### src/rtl/dcache_mshr_pkg.sv
// Shared types and constants for the D-cache miss-status holding registers.
package dcache_mshr_pkg;

  localparam int MSHR_NUM = 4;
  localparam int TAG_W    = 7;
  localparam int IDX_W    = 6;
  localparam int SLOT_W   = $clog2(MSHR_NUM);

  localparam logic [1:0] BUS_NONE  = 2'd0;
  localparam logic [1:0] BUS_LOAD  = 2'd1;
  localparam logic [1:0] BUS_STORE = 2'd2;

  typedef enum logic [2:0] {
    IDLE    = 3'd0,
    LD_REQ  = 3'd1,
    LD_WAIT = 3'd2,
    FILL    = 3'd3,
    ST_INST = 3'd4
  } mshr_state_t;

  typedef struct packed {
    mshr_state_t      state;
    logic             st;
    logic [TAG_W-1:0] tag;
    logic [IDX_W-1:0] idx;
    logic [63:0]      data;
    logic [3:0]       mem_tag;
  } mshr_entry_t;

  // Word-aligned memory address of a cache line: {zeros, tag, idx, 3'b000}.
  function automatic logic [63:0] mem_addr(input logic [TAG_W-1:0] tag,
                                           input logic [IDX_W-1:0] idx);
    return {{(64 - TAG_W - IDX_W - 3){1'b0}}, tag, idx, 3'b000};
  endfunction

endpackage

### src/rtl/dcache_mshr_if.sv
// Memory-bus side of the MSHR: one command per cycle, tagged responses.
interface dcache_mshr_if;
  logic [1:0]  mem_cmd_o;
  logic [63:0] mem_addr_o;
  logic [63:0] mem_data_o;
  logic [3:0]  mem_rsp_i;
  logic [3:0]  mem_tag_i;
  logic [63:0] mem_data_i;

  modport master (output mem_cmd_o, mem_addr_o, mem_data_o,
                  input  mem_rsp_i, mem_tag_i, mem_data_i);
  modport slave  (input  mem_cmd_o, mem_addr_o, mem_data_o,
                  output mem_rsp_i, mem_tag_i, mem_data_i);
endinterface

### src/rtl/dcache_mshr_pe.sv
// Lowest-set-bit priority encoder: slot 0 has the highest priority.
module dcache_mshr_pe #(
  parameter  int N = 4,
  localparam int W = $clog2(N)
) (
  input  logic [N-1:0] req_i,
  output logic         vld_o,
  output logic [W-1:0] idx_o
);

  // Scan from the top down so the lowest requesting slot is the last (winning) write.
  always_comb begin
    vld_o = |req_i;
    idx_o = '0;
    for (int i = N - 1; i >= 0; i--) begin
      if (req_i[i]) idx_o = W'(i);
    end
  end

endmodule

### src/rtl/dcache_mshr.sv
// D-cache MSHR: tracks load/store misses, issues memory loads, writes back dirty
// victims and drives the cachemem fill / store-install ports.
module dcache_mshr
  import dcache_mshr_pkg::*;
(
  input  logic              clk,
  input  logic              rst,
  input  logic              miss_req_en_i,
  input  logic              miss_req_st_i,
  input  logic [TAG_W-1:0]  miss_req_tag_i,
  input  logic [IDX_W-1:0]  miss_req_idx_i,
  input  logic [63:0]       miss_req_data_i,
  output logic              miss_req_rdy_o,
  output logic              mshr_rsp_wr_en_o,
  output logic [TAG_W-1:0]  mshr_rsp_wr_tag_o,
  output logic [IDX_W-1:0]  mshr_rsp_wr_idx_o,
  output logic [63:0]       mshr_rsp_wr_data_o,
  input  logic              mshr_rsp_wr_dty_i,
  output logic              mshr_iss_st_en_o,
  output logic [TAG_W-1:0]  mshr_iss_tag_o,
  output logic [IDX_W-1:0]  mshr_iss_idx_o,
  output logic [63:0]       mshr_iss_data_o,
  input  logic              mshr_iss_dty_i,
  output logic              mshr_evict_en_o,
  output logic [IDX_W-1:0]  mshr_evict_idx_o,
  input  logic [TAG_W-1:0]  mshr_evict_tag_i,
  input  logic [63:0]       mshr_evict_data_i,
  output logic              lq_fill_vld_o,
  output logic [TAG_W-1:0]  lq_fill_tag_o,
  output logic [IDX_W-1:0]  lq_fill_idx_o,
  output logic [63:0]       lq_fill_data_o,
  dcache_mshr_if.master     mem_if
);

  mshr_entry_t entries_q [MSHR_NUM];
  mshr_entry_t entries_d [MSHR_NUM];

  logic [MSHR_NUM-1:0] free_vec, own_vec, ldreq_vec;
  logic                conflict;
  logic                alloc_vld, own_vld, ld_vld;
  logic [SLOT_W-1:0]   alloc_idx, own_idx, ld_idx;
  mshr_entry_t         owner, ld_ent;
  logic                owner_dty;

  // Per-slot status vectors and the same-set conflict check against occupied slots.
  always_comb begin
    free_vec  = '0;
    own_vec   = '0;
    ldreq_vec = '0;
    conflict  = 1'b0;
    for (int i = 0; i < MSHR_NUM; i++) begin
      free_vec[i]  = (entries_q[i].state == IDLE);
      own_vec[i]   = (entries_q[i].state == FILL) || (entries_q[i].state == ST_INST);
      ldreq_vec[i] = (entries_q[i].state == LD_REQ);
      if (entries_q[i].state != IDLE && entries_q[i].idx == miss_req_idx_i) conflict = 1'b1;
    end
  end

  dcache_mshr_pe #(.N(MSHR_NUM)) u_pe_alloc (.req_i(free_vec),  .vld_o(alloc_vld), .idx_o(alloc_idx));
  dcache_mshr_pe #(.N(MSHR_NUM)) u_pe_owner (.req_i(own_vec),   .vld_o(own_vld),   .idx_o(own_idx));
  dcache_mshr_pe #(.N(MSHR_NUM)) u_pe_load  (.req_i(ldreq_vec), .vld_o(ld_vld),    .idx_o(ld_idx));

  assign miss_req_rdy_o = alloc_vld && !conflict;
  assign owner          = entries_q[own_idx];
  assign ld_ent         = entries_q[ld_idx];
  // A store owner looks at the iss-port dirty bit, a fill owner at the rsp-port one.
  assign owner_dty      = own_vld && (owner.st ? mshr_iss_dty_i : mshr_rsp_wr_dty_i);

  // Output decode and next-state for the whole entry array.
  always_comb begin
    // NOTE: every output and the next-state array get a default first, so no path can infer a latch.
    entries_d          = entries_q;
    mshr_rsp_wr_en_o   = 1'b0;
    mshr_rsp_wr_tag_o  = '0;
    mshr_rsp_wr_idx_o  = '0;
    mshr_rsp_wr_data_o = '0;
    mshr_iss_st_en_o   = 1'b0;
    mshr_iss_tag_o     = '0;
    mshr_iss_idx_o     = '0;
    mshr_iss_data_o    = '0;
    mshr_evict_en_o    = 1'b0;
    mshr_evict_idx_o   = '0;
    lq_fill_vld_o      = 1'b0;
    lq_fill_tag_o      = '0;
    lq_fill_idx_o      = '0;
    lq_fill_data_o     = '0;
    mem_if.mem_cmd_o   = BUS_NONE;
    mem_if.mem_addr_o  = '0;
    mem_if.mem_data_o  = '0;

    // Cache port owner: write back a dirty victim first, otherwise fill or install.
    if (own_vld) begin
      mshr_rsp_wr_tag_o  = owner.tag;
      mshr_rsp_wr_idx_o  = owner.idx;
      mshr_rsp_wr_data_o = owner.data;
      mshr_iss_tag_o     = owner.tag;
      mshr_iss_idx_o     = owner.idx;
      mshr_iss_data_o    = owner.data;
      if (owner_dty) begin
        mem_if.mem_cmd_o  = BUS_STORE;
        mem_if.mem_addr_o = mem_addr(mshr_evict_tag_i, owner.idx);
        mem_if.mem_data_o = mshr_evict_data_i;
        if (mem_if.mem_rsp_i != 4'd0) begin
          mshr_evict_en_o  = 1'b1;
          mshr_evict_idx_o = owner.idx;
        end
      end else if (!owner.st) begin
        mshr_rsp_wr_en_o           = 1'b1;
        lq_fill_vld_o              = 1'b1;
        lq_fill_tag_o              = owner.tag;
        lq_fill_idx_o              = owner.idx;
        lq_fill_data_o             = owner.data;
        entries_d[own_idx].state   = IDLE;
      end else begin
        mshr_iss_st_en_o           = 1'b1;
        entries_d[own_idx].state   = IDLE;
      end
    end

    // Load issue uses the bus only when no write-back claims it.
    if (!owner_dty && ld_vld) begin
      mem_if.mem_cmd_o  = BUS_LOAD;
      mem_if.mem_addr_o = mem_addr(ld_ent.tag, ld_ent.idx);
      if (mem_if.mem_rsp_i != 4'd0) begin
        entries_d[ld_idx].state   = LD_WAIT;
        entries_d[ld_idx].mem_tag = mem_if.mem_rsp_i;
      end
    end

    // Tag match completes a waiting load; tags are unique among LD_WAIT entries.
    for (int i = 0; i < MSHR_NUM; i++) begin
      if (entries_q[i].state == LD_WAIT && mem_if.mem_tag_i != 4'd0 &&
          mem_if.mem_tag_i == entries_q[i].mem_tag) begin
        entries_d[i].state = FILL;
        entries_d[i].data  = mem_if.mem_data_i;
      end
    end

    // Allocation into the lowest free slot.
    if (miss_req_en_i && miss_req_rdy_o) begin
      entries_d[alloc_idx].state   = miss_req_st_i ? ST_INST : LD_REQ;
      entries_d[alloc_idx].st      = miss_req_st_i;
      entries_d[alloc_idx].tag     = miss_req_tag_i;
      entries_d[alloc_idx].idx     = miss_req_idx_i;
      entries_d[alloc_idx].data    = miss_req_st_i ? miss_req_data_i : 64'd0;
      entries_d[alloc_idx].mem_tag = 4'd0;
    end
  end

  // Entry array register with synchronous reset that drops every entry.
  always_ff @(posedge clk) begin
    // NOTE: the entry array is a handful of flops, so it is reset whole; only state strictly needs it.
    if (rst) begin
      for (int i = 0; i < MSHR_NUM; i++) entries_q[i] <= '0;
    end else begin
      // NOTE: state updates use non-blocking assignment so all entries advance together at the edge.
      entries_q <= entries_d;
    end
  end

endmodule

### src/flat_wrapper.sv
// flat-port wrapper written by rule: the top's interface ports become plain ports
module dcache_mshr_flat import dcache_mshr_pkg::*;
  (clk, rst, miss_req_en_i, miss_req_st_i, miss_req_tag_i, miss_req_idx_i, miss_req_data_i, miss_req_rdy_o, mshr_rsp_wr_en_o, mshr_rsp_wr_tag_o, mshr_rsp_wr_idx_o, mshr_rsp_wr_data_o, mshr_rsp_wr_dty_i, mshr_iss_st_en_o, mshr_iss_tag_o, mshr_iss_idx_o, mshr_iss_data_o, mshr_iss_dty_i, mshr_evict_en_o, mshr_evict_idx_o, mshr_evict_tag_i, mshr_evict_data_i, lq_fill_vld_o, lq_fill_tag_o, lq_fill_idx_o, lq_fill_data_o, mem_if_mem_cmd_o, mem_if_mem_addr_o, mem_if_mem_data_o, mem_if_mem_rsp_i, mem_if_mem_tag_i, mem_if_mem_data_i);
  dcache_mshr_if mem_if_i ();
  input  logic clk;
  input  logic rst;
  input  logic miss_req_en_i;
  input  logic miss_req_st_i;
  input  logic [TAG_W-1:0] miss_req_tag_i;
  input  logic [IDX_W-1:0] miss_req_idx_i;
  input  logic [63:0] miss_req_data_i;
  output logic miss_req_rdy_o;
  output logic mshr_rsp_wr_en_o;
  output logic [TAG_W-1:0] mshr_rsp_wr_tag_o;
  output logic [IDX_W-1:0] mshr_rsp_wr_idx_o;
  output logic [63:0] mshr_rsp_wr_data_o;
  input  logic mshr_rsp_wr_dty_i;
  output logic mshr_iss_st_en_o;
  output logic [TAG_W-1:0] mshr_iss_tag_o;
  output logic [IDX_W-1:0] mshr_iss_idx_o;
  output logic [63:0] mshr_iss_data_o;
  input  logic mshr_iss_dty_i;
  output logic mshr_evict_en_o;
  output logic [IDX_W-1:0] mshr_evict_idx_o;
  input  logic [TAG_W-1:0] mshr_evict_tag_i;
  input  logic [63:0] mshr_evict_data_i;
  output logic lq_fill_vld_o;
  output logic [TAG_W-1:0] lq_fill_tag_o;
  output logic [IDX_W-1:0] lq_fill_idx_o;
  output logic [63:0] lq_fill_data_o;
  output wire logic [$bits(mem_if_i.mem_cmd_o)-1:0] mem_if_mem_cmd_o;
  output wire logic [$bits(mem_if_i.mem_addr_o)-1:0] mem_if_mem_addr_o;
  output wire logic [$bits(mem_if_i.mem_data_o)-1:0] mem_if_mem_data_o;
  input wire logic [$bits(mem_if_i.mem_rsp_i)-1:0] mem_if_mem_rsp_i;
  input wire logic [$bits(mem_if_i.mem_tag_i)-1:0] mem_if_mem_tag_i;
  input wire logic [$bits(mem_if_i.mem_data_i)-1:0] mem_if_mem_data_i;
  assign mem_if_mem_cmd_o = mem_if_i.mem_cmd_o;
  assign mem_if_mem_addr_o = mem_if_i.mem_addr_o;
  assign mem_if_mem_data_o = mem_if_i.mem_data_o;
  assign mem_if_i.mem_rsp_i = mem_if_mem_rsp_i;
  assign mem_if_i.mem_tag_i = mem_if_mem_tag_i;
  assign mem_if_i.mem_data_i = mem_if_mem_data_i;
  dcache_mshr u_core (.clk(clk), .rst(rst), .miss_req_en_i(miss_req_en_i), .miss_req_st_i(miss_req_st_i), .miss_req_tag_i(miss_req_tag_i), .miss_req_idx_i(miss_req_idx_i), .miss_req_data_i(miss_req_data_i), .miss_req_rdy_o(miss_req_rdy_o), .mshr_rsp_wr_en_o(mshr_rsp_wr_en_o), .mshr_rsp_wr_tag_o(mshr_rsp_wr_tag_o), .mshr_rsp_wr_idx_o(mshr_rsp_wr_idx_o), .mshr_rsp_wr_data_o(mshr_rsp_wr_data_o), .mshr_rsp_wr_dty_i(mshr_rsp_wr_dty_i), .mshr_iss_st_en_o(mshr_iss_st_en_o), .mshr_iss_tag_o(mshr_iss_tag_o), .mshr_iss_idx_o(mshr_iss_idx_o), .mshr_iss_data_o(mshr_iss_data_o), .mshr_iss_dty_i(mshr_iss_dty_i), .mshr_evict_en_o(mshr_evict_en_o), .mshr_evict_idx_o(mshr_evict_idx_o), .mshr_evict_tag_i(mshr_evict_tag_i), .mshr_evict_data_i(mshr_evict_data_i), .lq_fill_vld_o(lq_fill_vld_o), .lq_fill_tag_o(lq_fill_tag_o), .lq_fill_idx_o(lq_fill_idx_o), .lq_fill_data_o(lq_fill_data_o), .mem_if(mem_if_i));
endmodule
### config.mk
export PLATFORM = sky130hd
export DESIGN_NAME = dcache_mshr_flat
export DESIGN_NICKNAME = d
export VERILOG_FILES = /design/src/rtl/dcache_mshr_pkg.sv /design/src/rtl/dcache_mshr_if.sv /design/src/rtl/dcache_mshr_pe.sv /design/src/rtl/dcache_mshr.sv /design/src/flat_wrapper.sv
export SDC_FILE = /design/constraint.sdc
export NUM_CORES = 1
export LEC_CHECK = 0
export BUFFER_PORTS_ARGS = -buffer_cell sky130_fd_sc_hd__buf_2
export CAP_MARGIN = 25
export CELL_PAD_IN_SITES_DETAIL_PLACEMENT = 2
export CELL_PAD_IN_SITES_GLOBAL_PLACEMENT = 2
export CORE_ASPECT_RATIO = 1.75
export CORE_MARGIN = 3
export CORE_UTILIZATION = 32
export CTS_CLUSTER_SIZE = 40
export DETAILED_ROUTE_END_ITERATION = 8
export HOLD_SLACK_MARGIN = 0.06
export PLACE_DENSITY = 0.79
export SLEW_MARGIN = 15
export SYNTH_ARGS = -nofsm -noshare
export SYNTH_HDL_FRONTEND = slang
export SYNTH_HIERARCHICAL = 1
export SYNTH_SLANG_ARGS = --single-unit
### constraint.sdc
create_clock -name clk -period 4.4 [get_ports clk]
set_clock_uncertainty 0.05 [all_clocks]
set_input_delay 0.66 -clock clk [delete_from_list [all_inputs] [get_ports clk]]
set_output_delay 0.66 -clock clk [all_outputs]
set_load 0.005 [all_outputs]
# After elaboration in Yosys (flattened, before gate mapping)
# Cells that the tools add are included.
dict set report word_totals {
  register_bits 340
  in_bits 226
  out_inout_bits 372
  elab_cells 192
}
dict set report classes {
  magnitude_cmp 6
  eq_ne 24
  mux 97
  bitwise 3
  n_reduce_logical 38
}
# cell n
set ops {}
lappend ops {{340-bit bitwise mux} 9}
lappend ops {{340-bit two-way mux} 5}
lappend ops {{85-bit demux with 2-bit select} 9}
lappend ops {{64-bit two-way mux} 13}
lappend ops {{85-bit binary-select mux with 2-bit select} 2}
lappend ops {{85-bit two-way mux} 3}
lappend ops {{82-bit two-way mux} 3}
lappend ops {{81-bit two-way mux} 3}
lappend ops {{74-bit two-way mux} 1}
lappend ops {{68-bit two-way mux} 1}
lappend ops {{6-bit two-way mux} 7}
lappend ops {{2-bit two-way mux} 15}
lappend ops {{7-bit two-way mux} 4}
lappend ops {{3-bit by 2-bit == test with 1-bit output, second input constant} 8}
lappend ops {{6-bit == test} 4}
lappend ops {{1-bit logical AND} 19}
lappend ops {{4-bit == test} 4}
lappend ops {{16-bit two-way mux} 1}
lappend ops {{3-bit two-way mux} 5}
lappend ops {{1-bit two-way mux} 14}
lappend ops {{3-bit by 1-bit == test with 1-bit output, second input constant} 4}
lappend ops {{3-bit == test, second input constant} 4}
lappend ops {{3-bit logical NOT} 4}
lappend ops {{3-bit nonzero test} 4}
lappend ops {{other kinds (8)} 22}

# Logic depth before layout (Yosys ltp)
# Gate-level depths: netlist (run 1).
dict set report depth {
  word_depth 26
  ltp_mapped 12
  mapped_depth_nobuf 9
}

# Modules after synthesis
# The synthesis (run 1) kept the hierarchy.
# mod instances cells_each area_each_um2 seq_area_each_um2
set modules_own_cells {}
lappend modules_own_cells {dcache_mshr 1 2493 22203.8 6806.5}
lappend modules_own_cells {dcache_mshr_pe 3 7 35.0 0.0}

# Worst setup path before layout (run 1)
# No wires, ideal clock.
dict set report synth_timing {
  kind {reg2out}
  startpoint {register u_core/entries_q[252] (netlist name)}
  endpoint {output port mem_if_mem_addr_o[12]}
  t_arrival_ps 2720
  path_slack_ps 970
  path_stages_with_launch 13
  path_cell_list {dfxtp_1 nand2b_1 o21ai_0 inv_1 a21oi_2 buf_2 mux4_2 mux2i_1 nor2_1 clkbuf_1 buf_2 nand2_1 o21ai_1}
}
dict set report synth_via {
  elab_chain_len 13
  elab_cells_between_ends 25
}
# element line
set synth_lines {}
lappend synth_lines {{start: declaration} dcache_mshr.sv:35} ;# mshr_entry_t entries_q [MSHR_NUM];
lappend synth_lines {{start signal: assignment} dcache_mshr.sv:157} ;# entries_q <= entries_d;
lappend synth_lines {{3-bit by 2-bit == test with 1-bit output / 3-bit == test (equally long branches)} dcache_mshr.sv:53} ;# own_vec[i] = (entries_q[i].state == FILL) || (entries_q[i].state == ST_INST);
lappend synth_lines {{1-bit logical OR *} dcache_mshr.sv:53}
lappend synth_lines {{named net u_core.own_vec[1]} dcache_mshr.sv:38} ;# logic [MSHR_NUM-1:0] free_vec, own_vec, ldreq_vec;
lappend synth_lines {{2-bit two-way mux * (2 in a row)} dcache_mshr_pe.sv:16} ;# if (req_i[i]) idx_o = W'(i);
lappend synth_lines {{named net u_core.own_idx[0]} dcache_mshr.sv:41} ;# logic [SLOT_W-1:0] alloc_idx, own_idx, ld_idx;
lappend synth_lines {{2-bit NOT with 3-bit output (not written as such) *} dcache_mshr.sv:64} ;# assign owner = entries_q[own_idx];
lappend synth_lines {{85-bit binary-select mux with 2-bit select *} dcache_mshr.sv:64}
lappend synth_lines {{82-bit two-way mux (not written as such) * (2 in a row)} dcache_mshr.sv:64}
lappend synth_lines {{1-bit two-way mux *} dcache_mshr.sv:67} ;# assign owner_dty = own_vld && (owner.st ? mshr_iss_dty_i : mshr_rsp_wr_dty_i);
lappend synth_lines {{1-bit logical AND *} dcache_mshr.sv:67}
lappend synth_lines {{16-bit two-way mux / 1-bit logical NOT (equally long branches)} {dcache_mshr.sv:99, dcache_mshr.sv:121}}
lappend synth_lines {{64-bit two-way mux / 1-bit logical AND (equally long branches)} {dcache_mshr.sv:92, dcache_mshr.sv:121}}
lappend synth_lines {{64-bit two-way mux *} dcache_mshr.sv:121} ;# if (!owner_dty && ld_vld) begin
lappend synth_lines {{end: declaration} flat_wrapper.sv:32} ;# output wire logic [$bits(mem_if_i.mem_addr_o)-1:0] mem_if_mem_addr_o;
# The timed path passes the listed nets; every way through them passes the cells marked *. The select of a mux whose other input is x is not followed.

# Final worst setup path (run 1)
dict set report layout_timing {
  startpoint {register u_core/entries_q[169] (netlist name)}
  endpoint {output port mshr_iss_data_o[47]}
}
dict set report layout_via {
  elab_chain_len 10
  elab_cells_between_ends 12
}
# element line
set layout_lines {}
lappend layout_lines {{3-bit by 2-bit == test with 1-bit output / 3-bit == test (equally long branches)} dcache_mshr.sv:53}
lappend layout_lines {{1-bit logical OR *} dcache_mshr.sv:53}
lappend layout_lines {{named net u_core.own_vec[2]} dcache_mshr.sv:38}
lappend layout_lines {{2-bit two-way mux * (3 in a row)} dcache_mshr_pe.sv:16}
lappend layout_lines {{named net u_core.own_idx[1]} dcache_mshr.sv:41}
lappend layout_lines {{2-bit NOT with 3-bit output (not written as such) *} dcache_mshr.sv:64}
lappend layout_lines {{85-bit binary-select mux with 2-bit select *} dcache_mshr.sv:64}
lappend layout_lines {{82-bit two-way mux (not written as such) * (2 in a row)} dcache_mshr.sv:64}
lappend layout_lines {{64-bit two-way mux *} dcache_mshr.sv:92} ;# if (own_vld) begin
lappend layout_lines {{end: declaration} flat_wrapper.sv:21} ;# output logic [63:0] mshr_iss_data_o;
# Marked as above.

==> summary.md, run 1 <==
| Metric | Value |
|---|---|
| Status | `finished, final reports clean` |
| Clk Latency, worst-skew pair | `0.56 ns` |
| First drt pass iteration count | `5` |
| Tot GR Track Use | `27.8%` |
| CTS root buffer | `clkbuf_16` |
| Vias/cell | `between 5 and 6` |
| Net Sw Frac | `40.2%` |
| Hold_sp | `miss_req_data_i[12]` |
| Routed len/inst | `28.2 um` |
| H-tree depth | `2` |
| FFs w/ async S/R, synth | `0%` |
| Vias | `21,347` |
| Seq/Total Area, Yosys | `30.5%` |
| WHS Path Cells | `3` |
| Core area | `a little under 70,000 um^2` |
| Worst Max-Slew Pin Slew | `around 1.2 ns` |
| CTS sink count | `340` |
| Mapped Area | `22,300 um^2` |
| Die height | `355 um` |
| Final period util | `97.7%` |
| DRC | `0` |
| Post-route setup TNS | `0 ns` |
| Cell Int Power | `7.17 mW` |
| Sw power | `4.82 mW` |
| Largest register FFs | `340` |
| Hold bufs inserted after CTS | `0` |
| Boundary Pins | `598` |
| Commonest cells after routing, fill and taps aside | `545 x buf_2, 340 x dfxtp_1, 327 x mux2i_1` |
| Port Buffers | `546` |
| Row count | `127` |
| Sequential Power Share | `30.9%` |
| Clock share of power | `approximately a quarter` |
| Number of distinct library cells after synthesis | `48` |
| Logic pwr share | `42.6%` |
| Most common flop cell mapped by yosys | `dfxtp_1` |
| Power Density | `around 460 nW/um^2` |
| Cells after synthesis | `approximately 2,500` |
| Leak | `~13 nW` |
| Setup violations, final | `0` |
| IR drop worst, VDD | `roughly 0.38 mV` |
| Initial drt markers | `1,334` |
| Yosys warnings | `6` |
| WP data required | `between 3 and 4 ns` |
| Layout cells sized above 1 | `approximately 27%` |
| First-pass GRT wire length | `~150,000 um` |
| Register Area | `6810 um^2` |
| MaxCap Viol Count | `0` |
| Synth Register Bits | `340` |
| TritonCTS Buffers | `38` |
| Post-route total power | `12.0 mW` |
| Slew HR | `23.2%` |
| Hold WC Path Type | `in2reg` |
| Largest registers | `u_core/entries_q (340)` |
| Total grt overflow | `0` |
| Minimum clock period | `4.30 ns` |
| Die area | `73,000 um^2` |
| Initial Utilization | `32.4%` |
| Initial antenna violation count | `28` |
| Maximum clock path buffer count | `3` |
| RePlAce Congestion | `~0.8` |
| Top reg by flops | `u_core/entries_q` |
| Arr. time, crit path | `about 3.6 ns` |
| Syn avg cell area | `approximately 9 um^2` |
| Critical path peak fanout | `between 80 and 90` |
| Area Growth Syn to Fin | `17.7%` |
| Worst Hold End | `u_core/entries_q[101]` |
| Final HPWL DP | `69,000 um` |
| R2R Setup Slk | `0.88 ns` |
| Crit start category | `flop` |
| Most common cell after layout, fill and taps aside | `buf_2` |
| EDFF count, synth | `0` |
| Clock-pin slew on the worst setup and hold paths | `0.06 ns` |
| Vias in the first global route | `24,014` |
| Hold Violations, Final | `0` |
| ANT nets after route | `0` |
| Wirelength, routed | `roughly 110,000 um` |
| Finished layout cell area | `26,300 um^2` |
| Layout Nets | `3,036` |
| Kind of critical path | `reg2out` |
| Placed cell area | `25,000 um^2` |
| R2R Path End | `u_core/entries_q[337]` |
| Worst Setup SP | `u_core/entries_q[169]` |
| Area of the multi-input gates | `between 10,000 and 15,000 um^2` |
| Utilization after layout | `38.2%` |
| Fillcell total | `7,710` |
| Largest net degree at the start of global routing | `130` |
| RR Startpoint | `u_core/entries_q[169]` |
| Fin. max-slew vios | `0` |
| Worst-case reg-to-reg path depth | `9` |
| Die width | `206 um` |
| Fmax | `0.233 GHz` |
| Endpoint class of the critical path | `output port` |
| TritonCTS clock tree | `built` |
worst max path at each step:
stage,endpoint
detailed placement,mem_if_mem_addr_o[3]
CTS,mshr_evict_idx_o[2]
finish,mshr_iss_data_o[47]
floorplan,mem_if_mem_addr_o[12]
global route,mshr_iss_data_o[47]
global placement,mem_if_mem_addr_o[10]
worst max-delay path, stage by stage (launching register included):
cell      delay [ns]
dfxtp_1         0.44
nand2b_1        0.11
o21ai_0         0.30
nor2_1          0.18
nor3_2          0.28
buf_12          0.55
mux4_2          0.67
and2_1          0.25
buf_2           0.16
metal layers:
metal	track usage, %	up-vias	part of all wire, %
met5	0	-	0.095
met1	29.7	10896	37
li1	-	9380	-
met2	50.2	827	51
met4	15.9	14	5.6
met3	5.72	230	6.4
cells by family (layout without fill, tap and decap cells):
logic type | after synthesis | after routing | share of synthesized area (%)
and+or+nand+nor | 763 | 765 | 18.8
AOI/OAI and AO/OA | 558 | 558 | 15.7
muxes | 420 | 420 | 24.0
buffers and inverters | 392 | 661 | 9.38
DFF | 340 | 340 | 30.5
xor gates and xnor gates | 40 | 40 | 1.57
other | 1 | 71 | 0.0168
power by group through the flow:
| stage | clock, mW | sequential [mW] | combinational [mW] |
|---|---|---|---|
| 3_5_place_dp | 0 | 3.77 | 5.02 |
| 5_1_grt | 3.36 | 3.75 | 5.42 |
| 3_3_place_gp | 0 | 3.72 | 4.87 |
| 6_report | 3.18 | 3.71 | 5.10 |
| 4_1_cts | 3.24 | 3.70 | 5.08 |
| 2_1_floorplan | 0 | 3.67 | 3.26 |
what timing repair did:
action / 4_1_cts / 5_1_grt
buffers inserted: 0 / 1
cloned: 2 / 1
gates resized for setup: 3 / 6
pin swaps: 1 / 1
setup endpoints to repair: 89 / 72
synthesized netlist by cell type (30+ instances only):
master,n,area (um^2)
dfxtp_1,340,6810
mux2i_1,328,3280
o21ai_0,265,1330
and2_1,219,1370
clkbuf_1,195,732
nand2_1,170,638
and3_1,137,857
nand3_1,135,676
buf_4,133,998
a21boi_0,128,961
a21o_1,128,961
mux4_2,91,2050
buf_2,32,160
xor2_1,30,263
area by class of cell:
cell class / instances / share of cell area, %
inverter: 7 / 0.119
multi-input combinational: 1834 / 52.4
clock inverter: 10 / 0.376
timing repair buffer: 589 / 12.6
clock buffer: 55 / 4.13
sequential: 340 / 25.9
tap: 903 / 4.30
antenna: 20 / 0.191
stage by stage:
step	hold slack, ns	cells	setup slack, ns
final	0.383	3758	0.100
after global routing	0.389	3751	-0.0145
after CTS	0.360	3736	0.0559
after detailed placement	0.421	3669	0.285
after global placement	0.399	3669	0.532
after floorplan	0.392	2564	0.970
(Power assumes the default switching activity.)
==> run 2, diff against run 1 <==
--- a/config.mk
+++ b/config.mk
@@ -15,7 +15,7 @@
 export CTS_CLUSTER_SIZE = 40
 export DETAILED_ROUTE_END_ITERATION = 8
 export HOLD_SLACK_MARGIN = 0.06
-export PLACE_DENSITY = 0.79
+export PLACE_DENSITY = 0.87
 export SLEW_MARGIN = 15
 export SYNTH_ARGS = -nofsm -noshare
 export SYNTH_HDL_FRONTEND = slang
==> run 2 against run 1 <==
Effect of this change: clock power increased by 2%; register-to-register slack improved by 0.03 ns; power increased by 0.39%; critical endpoint is now mshr_rsp_wr_idx_o[2]; highest routed layer unchanged.
==> summary.md, run 2 (synthesis results as in run 1) <==
| Metric | Value |
|---|---|
| IR drop worst, VDD | `0.496 mV (was 0.379 mV)` |
| Vias in the first global route | `24,291 (was 24,014)` |
| Clk Latency, worst-skew pair | `0.56 ns (about the same)` |
| Setup violations, final | `0 (unchanged)` |
| MaxCap Viol Count | `0 (unchanged)` |
| Largest register FFs | `340 (unchanged)` |
| Routed len/inst | `28.5 um (was 28.2 um)` |
| First-pass GRT wire length | `157,000 um (was 155,000 um)` |
| Vias | `21,602 (was 21,347)` |
| Arr. time, crit path | `3.54 ns (was 3.59 ns)` |
| Row count | `127 (unchanged)` |
| Placed cell area | `25,000 um^2 (about the same)` |
| Boundary Pins | `598 (unchanged)` |
| Layout Nets | `3,035 (was 3,036)` |
| Initial Utilization | `32.4% (unchanged)` |
| Wirelength, routed | `107,000 um (was 106,000 um)` |
| R2R Setup Slk | `0.91 ns (was 0.88 ns)` |
| WP buf/inv | `2 (unchanged)` |
| Die width | `206 um (unchanged)` |
| Top reg by flops | `u_core/entries_q (unchanged)` |
| Power Density | `459 nW/um^2 (was 457 nW/um^2)` |
| Vias/cell | `5.75 (was 5.68)` |
| Slew HR | `21.6% (was 23.2%)` |
| Minimum clock period | `4.25 ns (was 4.30 ns)` |
| Crit-path max cell delay | `0.71 ns (was 0.67 ns)` |
| Kind of critical path | `reg2out (unchanged)` |
| Most common cell after layout, fill and taps aside | `buf_2 (unchanged)` |
| Final period util | `96.5% (was 97.7%)` |
| DRC | `0 (unchanged)` |
| Top Family by Delay on Critical Path | `simple AND/OR/NAND/NOR gates (unchanged)` |
| Postcts setup bufs | `0 (unchanged)` |
| Worst-path cell chain | `nand2b_1 -> o21ai_0 -> nor2_1 -> nor3_2 -> clkbuf_16 -> mux4_2 -> and2_1 -> buf_2 (was nand2b_1 -> o21ai_0 -> nor2_1 -> nor3_2 -> buf_12 -> mux4_2 -> and2_1 -> buf_2)` |
| CTS sink count | `340 (unchanged)` |
| RSZ-0062 raised after global routing | `false` |
| TritonCTS clock tree | `built (unchanged)` |
| Post-route setup TNS | `0 ns (unchanged)` |
| Final HPWL DP | `70,200 um (was 69,000 um)` |
| TritonCTS Buffers | `38 (unchanged)` |
| Worst Max-Slew Pin Slew | `1.18 ns (was 1.15 ns)` |
| Endpoint class of the critical path | `output port (unchanged)` |
| Slowest CP cell | `mux4_2 (unchanged)` |
| Leak | `12.6 nW (about the same)` |
| Fmax | `0.236 GHz (was 0.233 GHz)` |
| Total grt overflow | `0 (unchanged)` |
| Finished layout cell area | `26,300 um^2 (about the same)` |
| Initial drt markers | `1,405 (was 1,334)` |
| H-tree depth | `2 (unchanged)` |
| RePlAce Congestion | `0.820 (was 0.791)` |
| Largest net degree at the start of global routing | `130 (unchanged)` |
| Hold WC Path Type | `in2reg (unchanged)` |
| Core area | `68,800 um^2 (unchanged)` |
| ANT nets after route | `0 (unchanged)` |
| Clock-pin slew on the worst setup and hold paths | `0.07 ns (was 0.06 ns)` |
| Die area | `73,000 um^2 (unchanged)` |
| Layout cells sized above 1 | `27.1% (was 27.2%)` |
| Commonest cells after routing, fill and taps aside | `545 x buf_2, 340 x dfxtp_1, 327 x mux2i_1 (unchanged)` |
| Area Growth Syn to Fin | `17.7% (about the same)` |
| Hold Violations, Final | `0 (unchanged)` |
| Port Buffers | `546 (unchanged)` |
| Critical path peak fanout | `81 (unchanged)` |
| Crit start category | `flop (unchanged)` |
| WP data required | `3.69 ns (about the same)` |
| Status | `finished, final reports clean (unchanged)` |
| Die height | `355 um (unchanged)` |
| Initial antenna violation count | `26 (was 28)` |
| Fin. max-slew vios | `0 (unchanged)` |
| Tot GR Track Use | `28.0% (was 27.8%)` |
| Maximum clock path buffer count | `3 (unchanged)` |
| Largest registers | `u_core/entries_q (340) (unchanged)` |
| CTS root buffer | `clkbuf_16 (unchanged)` |
| First drt pass iteration count | `5 (unchanged)` |
[run 2: cell types whose count changed in the layout (fill, tap and decap cells not counted), moves of 2 or more]
cell        change
and2_1          +2
and2_2          -2
buf_12          -3
buf_16          +2
clkbuf_8        -3
clkinv_2        +4
clkinvlp_4      -2
[run 2: where the power goes]
part	internal [mW]	switching, mW	total (mW)	leakage (nW)
clock network	1.81	1.43	3.24	0.589
registers	3.45	0.275	3.72	2.75
logic	1.92	3.15	5.07	9.24
total	7.18	4.85	12.0	12.6
[run 2: worst paths after layout]
check                           cells past startpoint               endpoint             startpoint
worst max-delay path                                8   mshr_rsp_wr_idx_o[2]   u_core/entries_q[82]
worst min-delay path                                3   u_core/entries_q[55]    miss_req_data_i[51]
worst max register to register                      7  u_core/entries_q[157]  u_core/entries_q[168]
worst min register to register                      2  u_core/entries_q[246]  u_core/entries_q[246]
[run 2: metrics by stage]
stage                     util [%]  setup WS, ns  total power, mW  hold WS, ns  std cells
after floorplan                  -         0.970             6.93        0.392       2564
after global placement        36.2         0.677             8.55        0.401       3670
after detailed placement      36.3         0.443             8.79        0.426       3672
after CTS                     38.0        0.0171             12.0        0.373       3736
after global routing          38.1        0.0366             12.5        0.385       3751
final                         38.2         0.154             12.0        0.397       3755
[run 2: metal layers]
layer | routed length (um) | global-route usage (%) | share of wire (%)
met1 | 38700 | 29.7 | 36
met2 | 54900 | 50.5 | 51
met3 | 7650 | 5.73 | 7.1
met5 | 48 | 0 | 0.045
met4 | 5870 | 16.7 | 5.5
[run 2: worst register-to-register path, cell delays in order, from the launching register on]
cell	delay (ns)
dfxtp_1	0.40
nor3_1	0.65
nor2_1	0.18
nor3_1	0.39
nor3b_1	0.47
and4_1	0.68
buf_4	0.36
mux2i_1	0.25
[run 2: what timing repair did]
| action | 4_1_cts | 5_1_grt |
|---|---|---|
| gates resized for setup | 1 | 10 |
| gates cloned | 0 | 0 |
| setup endpoints to repair | 84 | 141 |
| hold buffers | 0 | 0 |
[run 2: area by class of cell]
cell class | instances | area (um^2)
Antenna cell | 19 | 47.5
Clock buffer | 52 | 1060
Clock inverter | 12 | 118
Fill cell | 7634 | 42600
Inverter | 7 | 31.3
Multi-Input combinational cell | 1832 | 13700
Sequential cell | 340 | 6810
Tap cell | 903 | 1130
Timing Repair Buffer | 590 | 3310
==> run 3, diff against run 2 <==
--- a/config.mk
+++ b/config.mk
@@ -16,6 +16,7 @@
 export DETAILED_ROUTE_END_ITERATION = 8
 export HOLD_SLACK_MARGIN = 0.06
 export PLACE_DENSITY = 0.87
+export RECOVER_POWER = 50
 export SLEW_MARGIN = 15
 export SYNTH_ARGS = -nofsm -noshare
 export SYNTH_HDL_FRONTEND = slang
==> run 3 against run 2 <==
Effect of this change: sequential cell count did not move; worst setup slack got worse by 0.073 ns; core utilization fell by 0.13 points; sequential power barely moved; sequential share of layout area rose by 0.092 points; the run now ends with max-capacitance violations, max-slew violations left; critical path depth did not move; critical path type is now reg2reg; clock power barely moved; final area fell by 0.35%.
==> summary.md, run 3 (synthesis results as in run 1) <==
| Metric | Value |
|---|---|
| Status | `complete, but fails checks (was finished, final reports clean)` |
| Failing checks | `max-capacitance violations, max-slew violations` |
| H-tree depth | `2 (unchanged)` |
| TritonCTS Buffers | `38 (unchanged)` |
| Hold bufs inserted after CTS | `0 (unchanged)` |
| Largest registers | `u_core/entries_q (340) (unchanged)` |
| Finished layout cell area | `26,200 um^2 (was 26,300 um^2)` |
| Vias/cell | `5.79 (was 5.75)` |
| RePlAce Congestion | `0.820 (unchanged)` |
| Worst Setup SP | `u_core/entries_q[168] (was u_core/entries_q[82])` |
| Boundary Pins | `598 (unchanged)` |
| Leak | `12.5 nW (was 12.6 nW)` |
| Crit start category | `flop (unchanged)` |
| Vias | `21,738 (was 21,602)` |
| First drt pass iteration count | `5 (unchanged)` |
| Clk Latency, worst-skew pair | `0.55 ns (was 0.56 ns)` |
| Worst Setup EP | `u_core/entries_q[225] (was mshr_rsp_wr_idx_o[2])` |
| Setup violations, final | `0 (unchanged)` |
| Wirelength, routed | `107,000 um (about the same)` |
| Layout cells sized above 1 | `26.9% (was 27.1%)` |
| Slew HR | `-20.1% (was 21.6%)` |
| Initial drt markers | `1,595 (was 1,405)` |
| Arr. time, crit path | `4.72 ns (was 3.54 ns)` |
| DP Worst Slack | `0.443 ns (unchanged)` |
| Area of the multi-input gates | `13,700 um^2 (about the same)` |
| Die area | `73,000 um^2 (unchanged)` |
| Fin. max-slew vios | `113 (was 0)` |
| MaxCap Viol Count | `3 (was 0)` |
| R2R Setup Slk | `0.08 ns (was 0.91 ns)` |
| Worst Max-Slew Pin Slew | `1.80 ns (was 1.18 ns)` |
| Vias in the first global route | `24,291 (unchanged)` |
| Post-route setup TNS | `0 ns (unchanged)` |
| TritonCTS clock tree | `built (unchanged)` |
| Row count | `127 (unchanged)` |
| Die width | `206 um (unchanged)` |
| Top Family by Delay on Critical Path | `simple AND/OR/NAND/NOR gates (unchanged)` |
| Initial Utilization | `32.4% (unchanged)` |
| RR Startpoint | `u_core/entries_q[168] (unchanged)` |
| IR drop worst, VDD | `0.514 mV (was 0.496 mV)` |
| Clock-pin slew on the worst setup and hold paths | `0.07 ns (about the same)` |
| Port Buffers | `546 (unchanged)` |
| Commonest cells after routing, fill and taps aside | `543 x buf_2, 340 x dfxtp_1, 327 x mux2i_1 (was 545 x buf_2, 340 x dfxtp_1, 327 x mux2i_1)` |
| Hold WC Path Type | `in2reg (unchanged)` |
| Fillcell total | `7,648 (was 7,634)` |
| WP data required | `4.80 ns (was 3.69 ns)` |
| WP buf/inv | `1 (was 2)` |
| Final period util | `98.2% (was 96.5%)` |
| Slowest CP cell | `or4_1 (was mux4_2)` |
| Placed Cells incl. Taps | `3,672 (unchanged)` |
| Most common cell after layout, fill and taps aside | `buf_2 (unchanged)` |
| Endpoint class of the critical path | `flop (was output port)` |
| Top reg by flops | `u_core/entries_q (unchanged)` |
| First-pass GRT wire length | `157,000 um (unchanged)` |
| Largest net degree at the start of global routing | `130 (unchanged)` |
| Tot GR Track Use | `28.0% (unchanged)` |
| Initial antenna violation count | `26 (unchanged)` |
| Worst-case reg-to-reg path depth | `8 (was 7)` |
| Final non-filler cell total | `3,757 (was 3,755)` |
| DRC | `0 (unchanged)` |
| Die height | `355 um (unchanged)` |
| Layout Nets | `3,035 (unchanged)` |
| Routed len/inst | `28.5 um (about the same)` |
| R2R Path End | `u_core/entries_q[225] (was u_core/entries_q[157])` |
| Largest register FFs | `340 (unchanged)` |
| Core area | `68,800 um^2 (unchanged)` |
| Kind of critical path | `reg2reg (was reg2out)` |
| Worst-path cell chain | `nor3_1 -> nor2_1 -> nor3_1 -> nor2_1 -> nand2_1 -> or4_1 -> clkbuf_4 -> mux2i_1 (was nand2b_1 -> o21ai_0 -> nor2_1 -> nor3_2 -> clkbuf_16 -> mux4_2 -> and2_1 -> buf_2)` |
| CTS root buffer | `clkbuf_16 (unchanged)` |
| Worst Hold Slack | `0.391 ns (was 0.397 ns)` |
| Placed cell area | `25,000 um^2 (unchanged)` |
| Total grt overflow | `0 (unchanged)` |
| Postcts setup bufs | `0 (unchanged)` |
| Post-route total power | `12.0 mW (about the same)` |
| Area Growth Syn to Fin | `17.3% (was 17.7%)` |
| Fmax | `0.232 GHz (was 0.236 GHz)` |
| Register Area | `6810 um^2 (unchanged)` |
| Utilization after layout | `38.0% (was 38.2%)` |
| Maximum clock path buffer count | `3 (unchanged)` |
| Crit-path max cell delay | `1.04 ns (was 0.71 ns)` |
| Critical path peak fanout | `30 (was 81)` |
| Minimum clock period | `4.32 ns (was 4.25 ns)` |
| Critical path depth | `8 (unchanged)` |
| CTS sink count | `340 (unchanged)` |
| Power Density | `459 nW/um^2 (about the same)` |
| Hold Violations, Final | `0 (unchanged)` |
| ANT nets after route | `0 (unchanged)` |
| Final HPWL DP | `70,200 um (unchanged)` |
| Setup ws final | `0.0811 ns (was 0.154 ns)` |
run 3: worst min-delay path by stage:
stage | from | end | slack, ns | cells after the start
after global routing | miss_req_data_i[51] | u_core/entries_q[55] | 0.39 | 3
after global placement | u_core/entries_q[163] | u_core/entries_q[163] | 0.40 | 2
after CTS | miss_req_data_i[39] | u_core/entries_q[213] | 0.37 | 3
after detailed placement | u_core/entries_q[160] | u_core/entries_q[160] | 0.43 | 2
final | miss_req_data_i[51] | u_core/entries_q[55] | 0.39 | 3
after floorplan | u_core/entries_q[159] | u_core/entries_q[159] | 0.39 | 2
run 3: cell type report:
cell class | count | area share (%)
Timing Repair Buffer | 590 | 12.3
Inverter | 7 | 0.120
Multi-Input combinational cell | 1832 | 52.5
Antenna cell | 21 | 0.201
Clock inverter | 12 | 0.450
Sequential cell | 340 | 26.0
Tap cell | 903 | 4.32
Clock buffer | 52 | 4.07
run 3: worst min-delay path, cell delays in order:
cell     delay [ns]
buf_2          0.07
nand2_1        0.08
mux2i_1        0.13
run 3: routing by layer:
metal | track usage [%] | vias to the layer above | share of wire (%)
met1 | 29.7 | 11134 | 36
li1 | - | 9394 | -
met2 | 50.5 | 948 | 51
met5 | 0 | - | 0.032
met3 | 5.73 | 256 | 6.9
met4 | 16.7 | 6 | 5.2
run 3: timing repair:
action | 4_1_cts | 5_1_grt
pin swaps | 0 | 0
resized for setup | 1 | 10
endpoints found under the hold margin | 0 | 0
setup endpoints to repair | 84 | 141
run 3: power by group:
| group | switching, mW | internal [mW] |
|---|---|---|
| Clock | 1.42 | 1.81 |
| Combinational | 3.13 | 1.93 |
| Sequential | 0.275 | 3.45 |
